===== config.mk =====
export PLATFORM = sky130hd
export DESIGN_NAME = game_sprite_motion
export DESIGN_NICKNAME = d
export VERILOG_FILES = /design/src/rtl/game_config.sv /design/src/rtl/game_strobe_gen.sv /design/src/rtl/game_sprite_motion.sv
export SDC_FILE = /design/constraint.sdc
export NUM_CORES = 1
export LEC_CHECK = 0
export CAP_MARGIN = 20
export CORE_MARGIN = 2
export CORE_UTILIZATION = 45
export CTS_CLUSTER_DIAMETER = 40
export DETAILED_ROUTE_END_ITERATION = 10
export GPL_TIMING_DRIVEN = 0
export HOLD_SLACK_MARGIN = 0.12
export PLACE_DENSITY = 0.78
export SETUP_SLACK_MARGIN = 0.2
export SLEW_MARGIN = 20
export SYNTH_ARGS = -nofsm -noshare
export SYNTH_HDL_FRONTEND = slang
export SYNTH_HIERARCHICAL = 1
export SYNTH_SLANG_ARGS = --single-unit
export TNS_END_PERCENT = 100

===== constraint.sdc =====
create_clock -name clk -period 2.2 [get_ports clk]
set_clock_uncertainty 0.05 [all_clocks]
set_input_delay 0.44 -clock clk [delete_from_list [all_inputs] [get_ports clk]]
set_output_delay 0.44 -clock clk [all_outputs]
set_load 0.05 [all_outputs]

===== src/rtl/game_config.sv =====
// Screen geometry and coordinate widths shared by all game blocks.
package game_config;

  localparam int SCREEN_W = 640;
  localparam int SCREEN_H = 480;
  localparam int X_W      = 10;
  localparam int Y_W      = 10;

endpackage


===== src/rtl/game_strobe_gen.sv =====
// Free-running counter producing a one-cycle motion strobe every 2^STROBE_LOG cycles.
module game_strobe_gen #(
  parameter int STROBE_LOG = 20
) (
  input  logic clk,
  input  logic rst,
  output logic strobe
);

  logic [STROBE_LOG-1:0] cnt_q;
  logic [STROBE_LOG-1:0] cnt_d;

  assign cnt_d  = cnt_q + 1'b1;
  assign strobe = &cnt_q;

  always_ff @(posedge clk or posedge rst) begin
    if (rst) cnt_q <= '0;
    else     cnt_q <= cnt_d;
  end

endmodule


===== src/rtl/game_sprite_motion.sv =====
// One sprite: position/velocity registers, strobed motion, on-screen flag and raster hit test.
module game_sprite_motion
  import game_config::*;
#(
  parameter int SPRITE_W   = 8,
  parameter int SPRITE_H   = 8,
  parameter int STROBE_LOG = 20
) (
  input  logic                clk,
  input  logic                rst,
  input  logic                write_xy,
  input  logic                write_dxy,
  input  logic                enable_update,
  input  logic [X_W-1:0]      sprite_write_x,
  input  logic [Y_W-1:0]      sprite_write_y,
  input  logic signed [1:0]   sprite_write_dx,
  input  logic signed [1:0]   sprite_write_dy,
  input  logic [X_W-1:0]      pixel_x,
  input  logic [Y_W-1:0]      pixel_y,
  output logic [X_W-1:0]      sprite_x,
  output logic [Y_W-1:0]      sprite_y,
  output logic                within_screen,
  output logic                hit
);

  localparam logic [X_W-1:0] X_LIM = X_W'(SCREEN_W - SPRITE_W);
  localparam logic [Y_W-1:0] Y_LIM = Y_W'(SCREEN_H - SPRITE_H);

  logic                 strobe;
  logic [X_W-1:0]       x_q, x_d;
  logic [Y_W-1:0]       y_q, y_d;
  logic signed [1:0]    dx_q, dx_d;
  logic signed [1:0]    dy_q, dy_d;
  logic                 within_q, within_d;
  logic                 hit_q, hit_d;
  logic [X_W:0]         x_e, x_end, px_e;
  logic [Y_W:0]         y_e, y_end, py_e;

  game_strobe_gen #(.STROBE_LOG(STROBE_LOG)) u_strobe (
    .clk    (clk),
    .rst    (rst),
    .strobe (strobe)
  );

  // Hit window is evaluated one bit wider so x+SPRITE_W cannot wrap.
  assign x_e   = {1'b0, x_q};
  assign y_e   = {1'b0, y_q};
  assign px_e  = {1'b0, pixel_x};
  assign py_e  = {1'b0, pixel_y};
  assign x_end = x_e + (X_W+1)'(SPRITE_W);
  assign y_end = y_e + (Y_W+1)'(SPRITE_H);

  always_comb begin
    x_d  = x_q;
    y_d  = y_q;
    dx_d = dx_q;
    dy_d = dy_q;
    // A load wins over motion; the strobe of that cycle is simply lost.
    if (write_xy) begin
      x_d = sprite_write_x;
      y_d = sprite_write_y;
    end else if (strobe && enable_update) begin
      x_d = x_q + {{(X_W-2){dx_q[1]}}, dx_q};
      y_d = y_q + {{(Y_W-2){dy_q[1]}}, dy_q};
    end
    if (write_dxy) begin
      dx_d = sprite_write_dx;
      dy_d = sprite_write_dy;
    end
    within_d = (x_q <= X_LIM) && (y_q <= Y_LIM);
    hit_d    = (px_e >= x_e) && (px_e < x_end) && (py_e >= y_e) && (py_e < y_end);
  end

  always_ff @(posedge clk or posedge rst) begin
    if (rst) begin
      x_q      <= '0;
      y_q      <= '0;
      dx_q     <= '0;
      dy_q     <= '0;
      within_q <= 1'b1;
      hit_q    <= 1'b0;
    end else begin
      x_q      <= x_d;
      y_q      <= y_d;
      dx_q     <= dx_d;
      dy_q     <= dy_d;
      within_q <= within_d;
      hit_q    <= hit_d;
    end
  end

  assign sprite_x      = x_q;
  assign sprite_y      = y_q;
  assign within_screen = within_q;
  assign hit           = hit_q;

endmodule


### Word level (Yosys, flattened, before mapping)

Cells that the tools add are included.

* output and inout bits: 22
* bits of input ports: 49
* word-level logic and storage cells: 29
* register bits: 46

* magnitude comparators: 6
* mux-type cells: 4
* add/subtract/negate cells: 5
* reduce and logical (&&, ||, !) cells: 7

Operators with widths (count)
* 10-bit two-way mux: 4
* 10-bit by 4-bit adder with 11-bit output, second input constant: 2
* 10-bit by 11-bit less-than comparator with 1-bit output: 2
* 10-bit adder: 2
* 20-bit by 1-bit adder with 20-bit output, second input constant: 1
* 10-bit >= comparator: 2
* 20-bit AND reduction: 1
* 10-bit <= comparator, second input constant: 1
* 10-bit by 9-bit <= comparator with 1-bit output, second input constant: 1
* 1-bit logical AND: 5
* 2-bit nonzero test: 1

### Depth between registers and ports, before layout

Gate-level depths: netlist of run 1.

* word-level depth: 5
* mapped depth: 10
* depth with buffers taken out: 9

### Modules after synthesis

The synthesis of run 1 kept the hierarchy.

Modules (own cells, without submodules)
* game_sprite_motion: sequential area each 651.9 um2, instances 1, cells each 350, area each 2971.6 um2
* game_strobe_gen: sequential area each 500.5 um2, instances 1, cells each 74, area each 899.6 um2

### Least setup slack after synthesis of run 1

OpenSTA, ideal clock, no wires.

* kind: register to register
* start: reg y_q[3] (netlist: sprite_y[3])
* end: reg hit_q (netlist: hit)
* arrival time: 2.229 ns
* period minus slack after synthesis: 2.384 ns
* buffers on the path: 0
* cell stages (with the launch flop): 9
* setup slack: -0.184 ns
* data required time: 2.045 ns
* cell sequence: dfrtp_1 ha_1 nand3_1 xnor2_1 ha_1 a21o_1 a211oi_1 a21oi_1 nor4b_1

* word-level cells in the longest chain between the ends: 3

Ends and longest elaborated chain
* from (decl): line game_sprite_motion.sv:31 `logic [Y_W-1:0] y_q, y_d;`
* from (signal assigned): line game_sprite_motion.sv:84 `y_q <= y_d;`
* 10-bit by 4-bit adder with 11-bit output / 10-bit >= comparator (equally long branches): line game_sprite_motion.sv:51, game_sprite_motion.sv:71
* 10-bit by 11-bit less-than comparator with 1-bit output / 1-bit logical AND (equally long branches): line game_sprite_motion.sv:71 `hit_d = (px_e >= x_e) && (px_e < x_end) && (py_e >= y_e) && (py_e < y_end);`
* 1-bit logical AND *: line game_sprite_motion.sv:71
* via hit_d: line game_sprite_motion.sv:35 `logic hit_q, hit_d;`
* to (signal assigned): line game_sprite_motion.sv:88 `hit_q <= hit_d;`
* to (decl): line game_sprite_motion.sv:35

The timed path passes the listed nets; every way through them passes the cells marked *.
A chain may end at the register's enable or synchronous reset.

### Worst setup path after layout of run 1

* start: reg dx_q[1]
* end: reg x_q[9] (netlist: sprite_x[9])

* word-level cells in the longest chain between the ends: 3

Ends and longest elaborated chain
* from (decl): line game_sprite_motion.sv:32 `logic signed [1:0] dx_q, dx_d;`
* from (signal assigned): line game_sprite_motion.sv:78 `dx_q <= '0;`
* from (signal assigned): line game_sprite_motion.sv:85 `dx_q <= dx_d;`
* 10-bit adder: line game_sprite_motion.sv:63 `x_d = x_q + {{(X_W-2){dx_q[1]}}, dx_q};`
* 10-bit two-way mux: line game_sprite_motion.sv:62 `end else if (strobe && enable_update) begin`
* 10-bit two-way mux: line game_sprite_motion.sv:59 `if (write_xy) begin`
* to (signal assigned): line game_sprite_motion.sv:76 `x_q <= '0;`
* to (signal assigned): line game_sprite_motion.sv:83 `x_q <= x_d;`
* to (decl): line game_sprite_motion.sv:30 `logic [X_W-1:0] x_q, x_d;`

Every way passes these cells. The select of a mux whose other input is x is not followed.

==> results of run 1 <==
[stage by stage]
stage / cells / setup TNS [ns] / power [W] / hold WS, ns / util (%)
final: 635 / 0 / 0.00268 / 0.425 / 64.9
after global routing: 635 / -0.0901 / 0.00285 / 0.450 / 64.9
after CTS: 620 / 0 / 0.00259 / 0.426 / 61.5
after detailed placement: 598 / -1.66 / 0.00201 / 0.398 / 58.1
after global placement: 598 / -0.939 / 0.00197 / 0.377 / 58.1
after floorplan: 424 / 0 / 0.00169 / 0.354 / -
[cell usage after synthesis (all sizes together), types with 2 or more instances]
cell     number
a21oi        21
o311ai        3
xor2          8
mux2i        12
o21a          3
nand3        19
a21o          5
clkbuf        5
nor2         28
o31ai         3
inv          32
and4          3
a211oi        9
buf           5
mux2          2
o41ai         2
nor3b         2
dfrtp        45
o31a          2
nand2b        3
nand2        29
nor3         17
o21bai        2
xnor2        30
nand4         5
and3          6
nor4          2
o22ai         2
a2111oi       2
fa            2
nor2b         7
o21ai        41
a221oi        2
ha           55
[registers in the layout, indices dropped and copies added, names as in the netlist]
| register | count |
|---|---|
| sprite_y | 10 |
| u_strobe/cnt_q | 20 |
| within_screen | 1 |
| dx_q | 2 |
| sprite_x | 10 |
| dy_q | 2 |
| hit | 1 |
[logic make-up (layout without fill, tap and decap cells)]
family	count (synthesis)	in the layout	synth area share, %
AND/OR/NAND/NOR	125	125	17.6
AO/OA/AOI/OAI	102	102	17.2
adder cells (fa/ha/maj)	57	57	18.8
flip-flops	46	46	29.8
buffers and inverters	42	148	4.30
XOR/XNOR	38	38	8.60
multiplexers	14	14	3.68
[per-layer routing]
metal | global-route usage [%] | vias up
li1 | - | 1734
met1 | 26.0 | 1774
met2 | 38.9 | 117
met3 | 3.90 | 15
met4 | 6.83 | 0
met5 | 0 | -
[power groups by stage]
| stage | Combinational [W] | Sequential, W | Clock, W |
|---|---|---|---|
| after floorplan | 0.000589 | 0.00110 | 0 |
| after detailed placement | 0.00102 | 0.000991 | 0 |
| after global routing | 0.00127 | 0.000976 | 0.000606 |
| after global placement | 0.000980 | 0.000990 | 0 |
| after CTS | 0.00105 | 0.000969 | 0.000571 |
| final | 0.00116 | 0.000968 | 0.000556 |
[final cells by class]
type                       count  share of cell area [%]
clock inverter                 1                  0.0934
timing repair buffer          98                    17.4
multi-input combinational    336                    52.9
clock buffer                   7                    1.61
inverter                      32                    2.24
sequential                    46                    22.0
tap                          105                    2.45
buffer                        10                    1.35
[worst max-delay path, cell delays in order, from the launching register on]
cell and delay, ns:
dfrtp_2 0.49, buf_4 0.17, ha_1 0.33, o21ai_1 0.15
o21ai_2 0.20, a211oi_2 0.10, nor3b_2 0.19, mux2i_1 0.24
o22ai_1 0.11
[what timing repair did]
| item | in CTS | in global routing |
|---|---|---|
| setup buffers | 12 | 14 |
| setup endpoints to repair | 40 | 22 |
| pin swaps | 11 | 14 |
| resized for setup | 53 | 32 |
| gates cloned | 2 | 1 |
[final timing paths]
path / slack (ns) / to
worst min register to register: 0.43 / u_strobe/cnt_q[18]
worst min-delay path: 0.43 / u_strobe/cnt_q[18]
max in group asynchronous: 0.98 / u_strobe/cnt_q[8]
worst max register to register: 0.04 / sprite_x[9]
min in group asynchronous: 0.52 / sprite_x[0]
worst max-delay path: 0.04 / sprite_x[9]
==> results_dict.tcl, run 1 <==
set metrics [dict create \
    startpoint "dx_q[1]" \
    htreeDepth 2 \
    wl_met1_mm 4.31 \
    synth-edff-count 0 \
    end_kind "register" \
    antenna_found_initial 0 \
    clkPwrFrac_pct 20.7 \
    avgSynthCellArea_um2 9.13 \
    grt_pass1_vias 3604 \
    seqCellArea_mm2 0.00118 \
    rows 33 \
    clk_path_buf_depth 2 \
    grt_pass1_wl_mm 16.7 \
    finalHoldViolations 0 \
    clkSinkCount 46 \
    multi_input_area_mm2 0.00283 \
    yosys_warnings 6 \
    max_cap_viol_count 0 \
    cts_buffers 5 \
    highest_layer "met4" \
    yosys-top-cells-area "dfrtp_1, ha_1, xnor2_1, o21ai_0, mux2i_1" \
    layout_common_cells "clkdlybuf4s50_1, ha_1, xnor2_1" \
    yosysTopAreaCell "dfrtp_1" \
    drv_slew 0 \
    critPathLaunchType "register" \
    design_area_mm2 0.00536 \
    cts_root_buf "clkbuf_8" \
    p_int_w 0.00167 \
    place_hpwl_mm 7.55 \
    yosysSeqAreaShare_pct 29.8 \
    final_common_cell "clkdlybuf4s50_1" \
    synth-seq-cells 46 \
    rsz0062_at_grt "true" \
    track_usage_pct 21.6 \
    ir_worst_vdd_mv 0.283 \
    ant_nets 0 \
    synth_top_flop_cell "dfrtp_1" \
    start_util_pct 46.9 \
    r2r_start "dx_q[1]" \
    drt-initial-drc-count 176 \
    grt_overflow_total 0 \
    fin_ws_ns 0.0428 \
    syn_nets 530 \
    cts_tree "done" \
    dpl_worst_slack_ns -0.383 \
    fp.dieArea_mm2 0.00936 \
    num-fill-cells 649 \
    worstPathRequired_ns 2.33 \
    port_buffers 69 \
    drc 0 \
    wire_per_inst_um 16.6 \
    min_path_cells 1 \
    clkTransAtPathRegs_ns 0.10 \
    met2_length_mm 5.54 \
    synth_top_cell_area_share_pct 29.1 \
    layout-drive-gt1-share_pct 23.2 \
    clk_latency_ns 0.31 \
    firstDrtPassIters 7 \
    wl_met3_um 551 \
    area_growth_syn_to_layout_pct 38.4 \
    syn_area_mm2 0.00387 \
    slew_headroom_pct 49.8 \
    core_area_mm2 0.00826 \
    worstMarginPinSlew_ns 0.752 \
    setup_viol 0 \
    die_y_um 96.8 \
    gp_congestion 0.885 \
    critPathMaxFanout 7 \
    vias 3640 \
    fin_crit_ns 2.16 \
    diodes 0 \
    die_w_um 96.8 \
    path_class "reg2reg" \
    cp_data_arrival_time_ns 2.29 \
    netlist-cell-type-count 56 \
    grt_max_degree 27 \
    holdCritPathClass "reg2reg" \
    p_per_area_mw_per_mm2 501 \
    power.switching_w 0.00101 \
    fin_crit_sh_pct 98.1 \
    viasPerCell 5.73 \
    seq_power_share_pct 36.1 \
    status "complete, no violations" \
    switching_share_pct 37.6 \
    reg2reg_depth 8 \
    async_flop_share_pct 100 \
    combPwrFrac_pct 43.2 \
    max_freq_mhz 464 \
    syn_inst 424 \
    hold_buffers 0 \
    boundaryPins 71 \
    finalWirelength_mm 10.6 \
    leakage_nw 2.41 \
    final_nets 635 \
    min_from "u_strobe/cnt_q[18]" \
    dpl-instance-area_mm2 0.00480 \
]
No activity file was read; power rests on OpenSTA's default activity.
==> run 2, diff against run 1 <==
- PLACE_DENSITY: 0.78 -> default
- PLACE_DENSITY_LB_ADDON: default -> 0.15
==> results_dict.tcl, run 2 (synthesis gave the netlist of run 1 again) <==
set metrics [dict create \
    status "complete, no violations" \
    finalWirelength_mm 10.6 \
    holdCritPathClass "in2async" \
    clk_latency_ns 0.32 \
    htreeDepth 2 \
    top_register "u_strobe/cnt_q" \
    worstMarginPinSlew_ns 0.743 \
    ir_worst_vdd_mv 0.288 \
    worstPathRequired_ns 2.35 \
    max_cap_viol_count 0 \
    port_buffers 69 \
    cts_root_buf "clkbuf_8" \
    critPathMaxStageDelay_ns 0.45 \
    wl_met3_um 535 \
    layout-drive-gt1-share_pct 27.9 \
    hold-worst-slack_ns 0.405 \
    area_growth_syn_to_layout_pct 43.7 \
    cts_buffers 5 \
    final_nets 649 \
    power_w 0.00277 \
    startpoint "sprite_y[0]" \
    utilization_pct 67.3 \
    rows 33 \
    viasPerCell 5.57 \
    setup_tns_ns 0 \
    leakage_nw 2.46 \
    seqCellArea_mm2 0.00118 \
    track_usage_pct 22.0 \
    final_common_cell "clkdlybuf4s50_1" \
    max_freq_mhz 461 \
    fin_crit_ns 2.17 \
    layout_common_cells "clkdlybuf4s50_1, ha_1, buf_4" \
    die_w_um 96.8 \
    die_y_um 96.8 \
    wire_per_inst_um 16.4 \
    critPathMaxFanout 3 \
    finalHoldViolations 0 \
    p_per_area_mw_per_mm2 498 \
    drc 0 \
    place_hpwl_mm 7.31 \
    multi_input_area_mm2 0.00290 \
    drv_slew 0 \
    fp.dieArea_mm2 0.00936 \
    crit_family "compound AO/OA/AOI/OAI gates" \
    grt_pass1_vias 3617 \
    drt-initial-drc-count 132 \
    rsz0062_at_grt "true" \
    highest_layer "met4" \
    grt_pass1_wl_mm 17.0 \
    antenna_found_initial 0 \
    end_kind "register" \
    largest_reg_flops 20 \
    design_area_mm2 0.00556 \
    ant_nets 0 \
    setup_viol 0 \
    path_class "reg2reg" \
    critPathLaunchType "register" \
    grt_overflow_total 0 \
    cp_num_buf_inv 1 \
    dpl-instance-area_mm2 0.00482 \
    slew_headroom_pct 50.4 \
    boundaryPins 71 \
    hold_buffers 0 \
    fin_crit_sh_pct 98.5 \
    cts_tree "done" \
    clkTransAtPathRegs_ns 0.11 \
    slowest_stage "dfrtp_2" \
    wl_met1_mm 4.57 \
    gp_congestion 0.830 \
    vias 3613 \
    clkSinkCount 46 \
    num-fill-cells 659 \
    clk_path_buf_depth 2 \
    path_cells "ha_4, inv_2, fa_2, and2b_1, o21ai_2, a21oi_2, o41ai_2, mux2i_1, o311ai_1" \
    cp_data_arrival_time_ns 2.31 \
    start_util_pct 46.9 \
    grt_max_degree 21 \
    diodes 0 \
    met2_length_mm 5.29 \
    firstDrtPassIters 4 \
    r2r_start "sprite_y[0]" \
    core_area_mm2 0.00826 \
]
-- run 2: path summary, 6_finish.rpt --
path,to,cells after the start,slack [ns]
setup / recovery,sprite_y[8],9,0.03
hold / removal,sprite_x[8],2,0.41
setup reg to reg,sprite_y[8],9,0.03
hold reg to reg,u_strobe/cnt_q[18],1,0.42
max in group asynchronous,u_strobe/cnt_q[3],2,1.07
min in group clk,u_strobe/cnt_q[18],1,0.42
-- run 2: metal layers --
layer	vias up	global-route usage, %
li1	1766	-
met1	1742	28.1
met2	83	37.6
met3	22	4.34
met4	0	6.83
met5	-	0
-- run 2: power breakdown --
part | internal (W) | leakage (nW) | total (W) | switching, W
combinational | 0.000558 | 1.86 | 0.00122 | 0.000663
clock | 0.000237 | 0.0495 | 0.000591 | 0.000354
sequential | 0.000896 | 0.554 | 0.000961 | 0.0000647
-- run 2: cell type report --
class | instances | share of cell area [%]
Multi-Input combinational cell | 336 | 52.1
Sequential cell | 46 | 21.2
Timing Repair Buffer | 112 | 18.8
Tap cell | 105 | 2.36
Inverter | 32 | 2.23
Buffer | 10 | 1.57
Clock buffer | 5 | 1.24
Clock inverter | 3 | 0.472
-- run 2: what timing repair did --
action | 4_1_cts | 5_1_grt
gates cloned | 3 | 0
buffers inserted | 24 | 15
pin swaps | 14 | 17
setup endpoints to repair | 41 | 21
resized for setup | 75 | 38
-- run 2: through the flow --
| step | cells | setup slack [ns] |
|---|---|---|
| finish | 649 | 0.0330 |
| global route | 649 | -0.0219 |
| CTS | 634 | 0.0536 |
| detailed placement | 599 | -0.293 |
| global placement | 598 | -0.303 |
| floorplan | 424 | 0.0828 |
==> run 3, diff against run 2 <==
- SLEW_MARGIN: 20 -> default
==> results_dict.tcl, run 3 (synthesis gave the netlist of run 1 again) <==
set metrics [dict create \
    status "complete, no violations" \
    num-fill-cells 652 \
    rows 33 \
    antenna_found_initial 0 \
    port_buffers 69 \
    seqCellArea_mm2 0.00118 \
    design_area_mm2 0.00558 \
    ir_worst_vdd_mv 0.342 \
    final_nets 646 \
    grt_pass1_wl_mm 17.0 \
    path_class "reg2reg" \
    area_growth_syn_to_layout_pct 44.2 \
    worstMarginPinSlew_ns 0.745 \
    critPathMaxStageDelay_ns 0.47 \
    top_register "u_strobe/cnt_q" \
    cp_num_cells 7 \
    clk_path_buf_depth 2 \
    wire_per_inst_um 16.5 \
    track_usage_pct 21.9 \
    clkTransAtPathRegs_ns 0.10 \
    htreeDepth 2 \
    die_w_um 96.8 \
    cp_data_arrival_time_ns 2.28 \
    ant_nets 0 \
    slew_headroom_pct 50.3 \
    grt_overflow_total 0 \
    grt_max_degree 21 \
    r2r_start "sprite_y[4]" \
    leakage_nw 2.46 \
    critPathMaxFanout 5 \
    layout-drive-gt1-share_pct 28.7 \
    r2r_slack_ns 0.06 \
    viasPerCell 5.52 \
    drt-initial-drc-count 179 \
    p_int_w 0.00170 \
    cts_tree "done" \
    multi_input_area_mm2 0.00294 \
    start_util_pct 46.9 \
    cts_buffers 5 \
    layout_common_cells "clkdlybuf4s50_1, ha_1, buf_4" \
    clk_latency_ns 0.32 \
    critPathLaunchType "register" \
    holdCritPathClass "in2async" \
    diodes 0 \
    die_y_um 96.8 \
    rsz0062_at_grt "true" \
    max_freq_mhz 468 \
    max_cap_viol_count 0 \
    firstDrtPassIters 4 \
    reg2reg_depth 7 \
    cp_num_buf_inv 1 \
    grt_pass1_vias 3598 \
    hold-worst-slack_ns 0.413 \
    power_w 0.00279 \
    setup_tns_ns 0 \
    vias 3569 \
    end_kind "register" \
    worstPathRequired_ns 2.34 \
    largest_reg_flops 20 \
    p_per_area_mw_per_mm2 500 \
    clkPwrFrac_pct 21.3 \
    place_hpwl_mm 7.42 \
    switching_share_pct 39.2 \
    fp.dieArea_mm2 0.00936 \
    drv_slew 0 \
    fin_crit_ns 2.14 \
    path_cells "buf_4, ha_1, o21ai_0, a21oi_2, o41ai_2, mux2i_1, o311ai_1" \
    crit_family "compound AO/OA/AOI/OAI gates" \
    finalWirelength_mm 10.6 \
    final_common_cell "clkdlybuf4s50_1" \
    reg2reg_to "sprite_y[8]" \
    clkSinkCount 46 \
    seq_power_share_pct 34.7 \
    core_area_mm2 0.00826 \
    slowest_stage "dfrtp_2" \
    setup_viol 0 \
    dpl-instance-area_mm2 0.00483 \
    fin_crit_sh_pct 97.1 \
    combPwrFrac_pct 44.0 \
    startpoint "sprite_y[4]" \
    drc 0 \
    cts_root_buf "clkbuf_8" \
    hold_buffers 0 \
    finalHoldViolations 0 \
    gp_congestion 0.830 \
    boundaryPins 71 \
    power.switching_w 0.00109 \
]
[run 3: changes by cell type in the layout (fill, tap and decap cells not counted), moves of 2 or more]
cell,before,now
inv_2,3,8
inv_1,28,24
o21ai_0,13,17
o21ai_1,20,16
buf_8,3,0
buf_4,35,33
ha_4,9,11
nor2_2,4,2
nor2_4,0,2
[run 3: layout make-up]
type                    count  share of cell area (%)
clock buffers               5                    1.23
inverters                  32                    2.15
flip-flops and latches     46                    21.1
plain buffers              10                    1.59
well taps                 105                    2.35
clock inverters             3                   0.471
repair buffers            109                    18.4
multi-input cells         336                    52.7
[run 3: per-layer routing]
layer	share of wire (%)	wire length, µm	GRT usage, %	vias up
met5	0	0	0	-
met4	1.3	138	4.23	0
met3	3.9	419	3.61	10
met2	50	5290	37.9	65
met1	45	4780	29.0	1734
li1	-	-	-	1760
[run 3: timing repair]
item | 4_1_cts | 5_1_grt
setup buffers | 24 | 13
pin swaps | 13 | 15
endpoints found under the hold margin | 0 | 0
endpoints found under the setup margin | 41 | 21
resized for setup | 67 | 51
cloned | 2 | 0
[run 3: worst max-delay path by stage]
stage / slack [ns] / endpoint
finish: 0.06 / sprite_y[8]
global route: -0.04 / hit
CTS: 0.05 / sprite_y[8]
detailed placement: -0.30 / hit
global placement: -0.30 / hit
floorplan: 0.08 / hit
[run 3: metrics by stage]
stage / std cells / setup WS (ns) / util, %
2_1_floorplan: 424 / 0.0828 / -
3_3_place_gp: 598 / -0.303 / 58.1
3_5_place_dp: 599 / -0.301 / 58.5
4_1_cts: 633 / 0.0542 / 63.7
5_1_grt: 646 / -0.0396 / 67.6
6_report: 646 / 0.0632 / 67.6
[run 3: power groups by stage]
stage / Clock [W] / Combinational, W / Sequential [W]
5_1_grt: 0.000642 / 0.00134 / 0.000978
3_3_place_gp: 0 / 0.000989 / 0.000992
3_5_place_dp: 0 / 0.00102 / 0.000994
2_1_floorplan: 0 / 0.000589 / 0.00110
4_1_cts: 0.000599 / 0.00108 / 0.000965
6_report: 0.000594 / 0.00123 / 0.000969
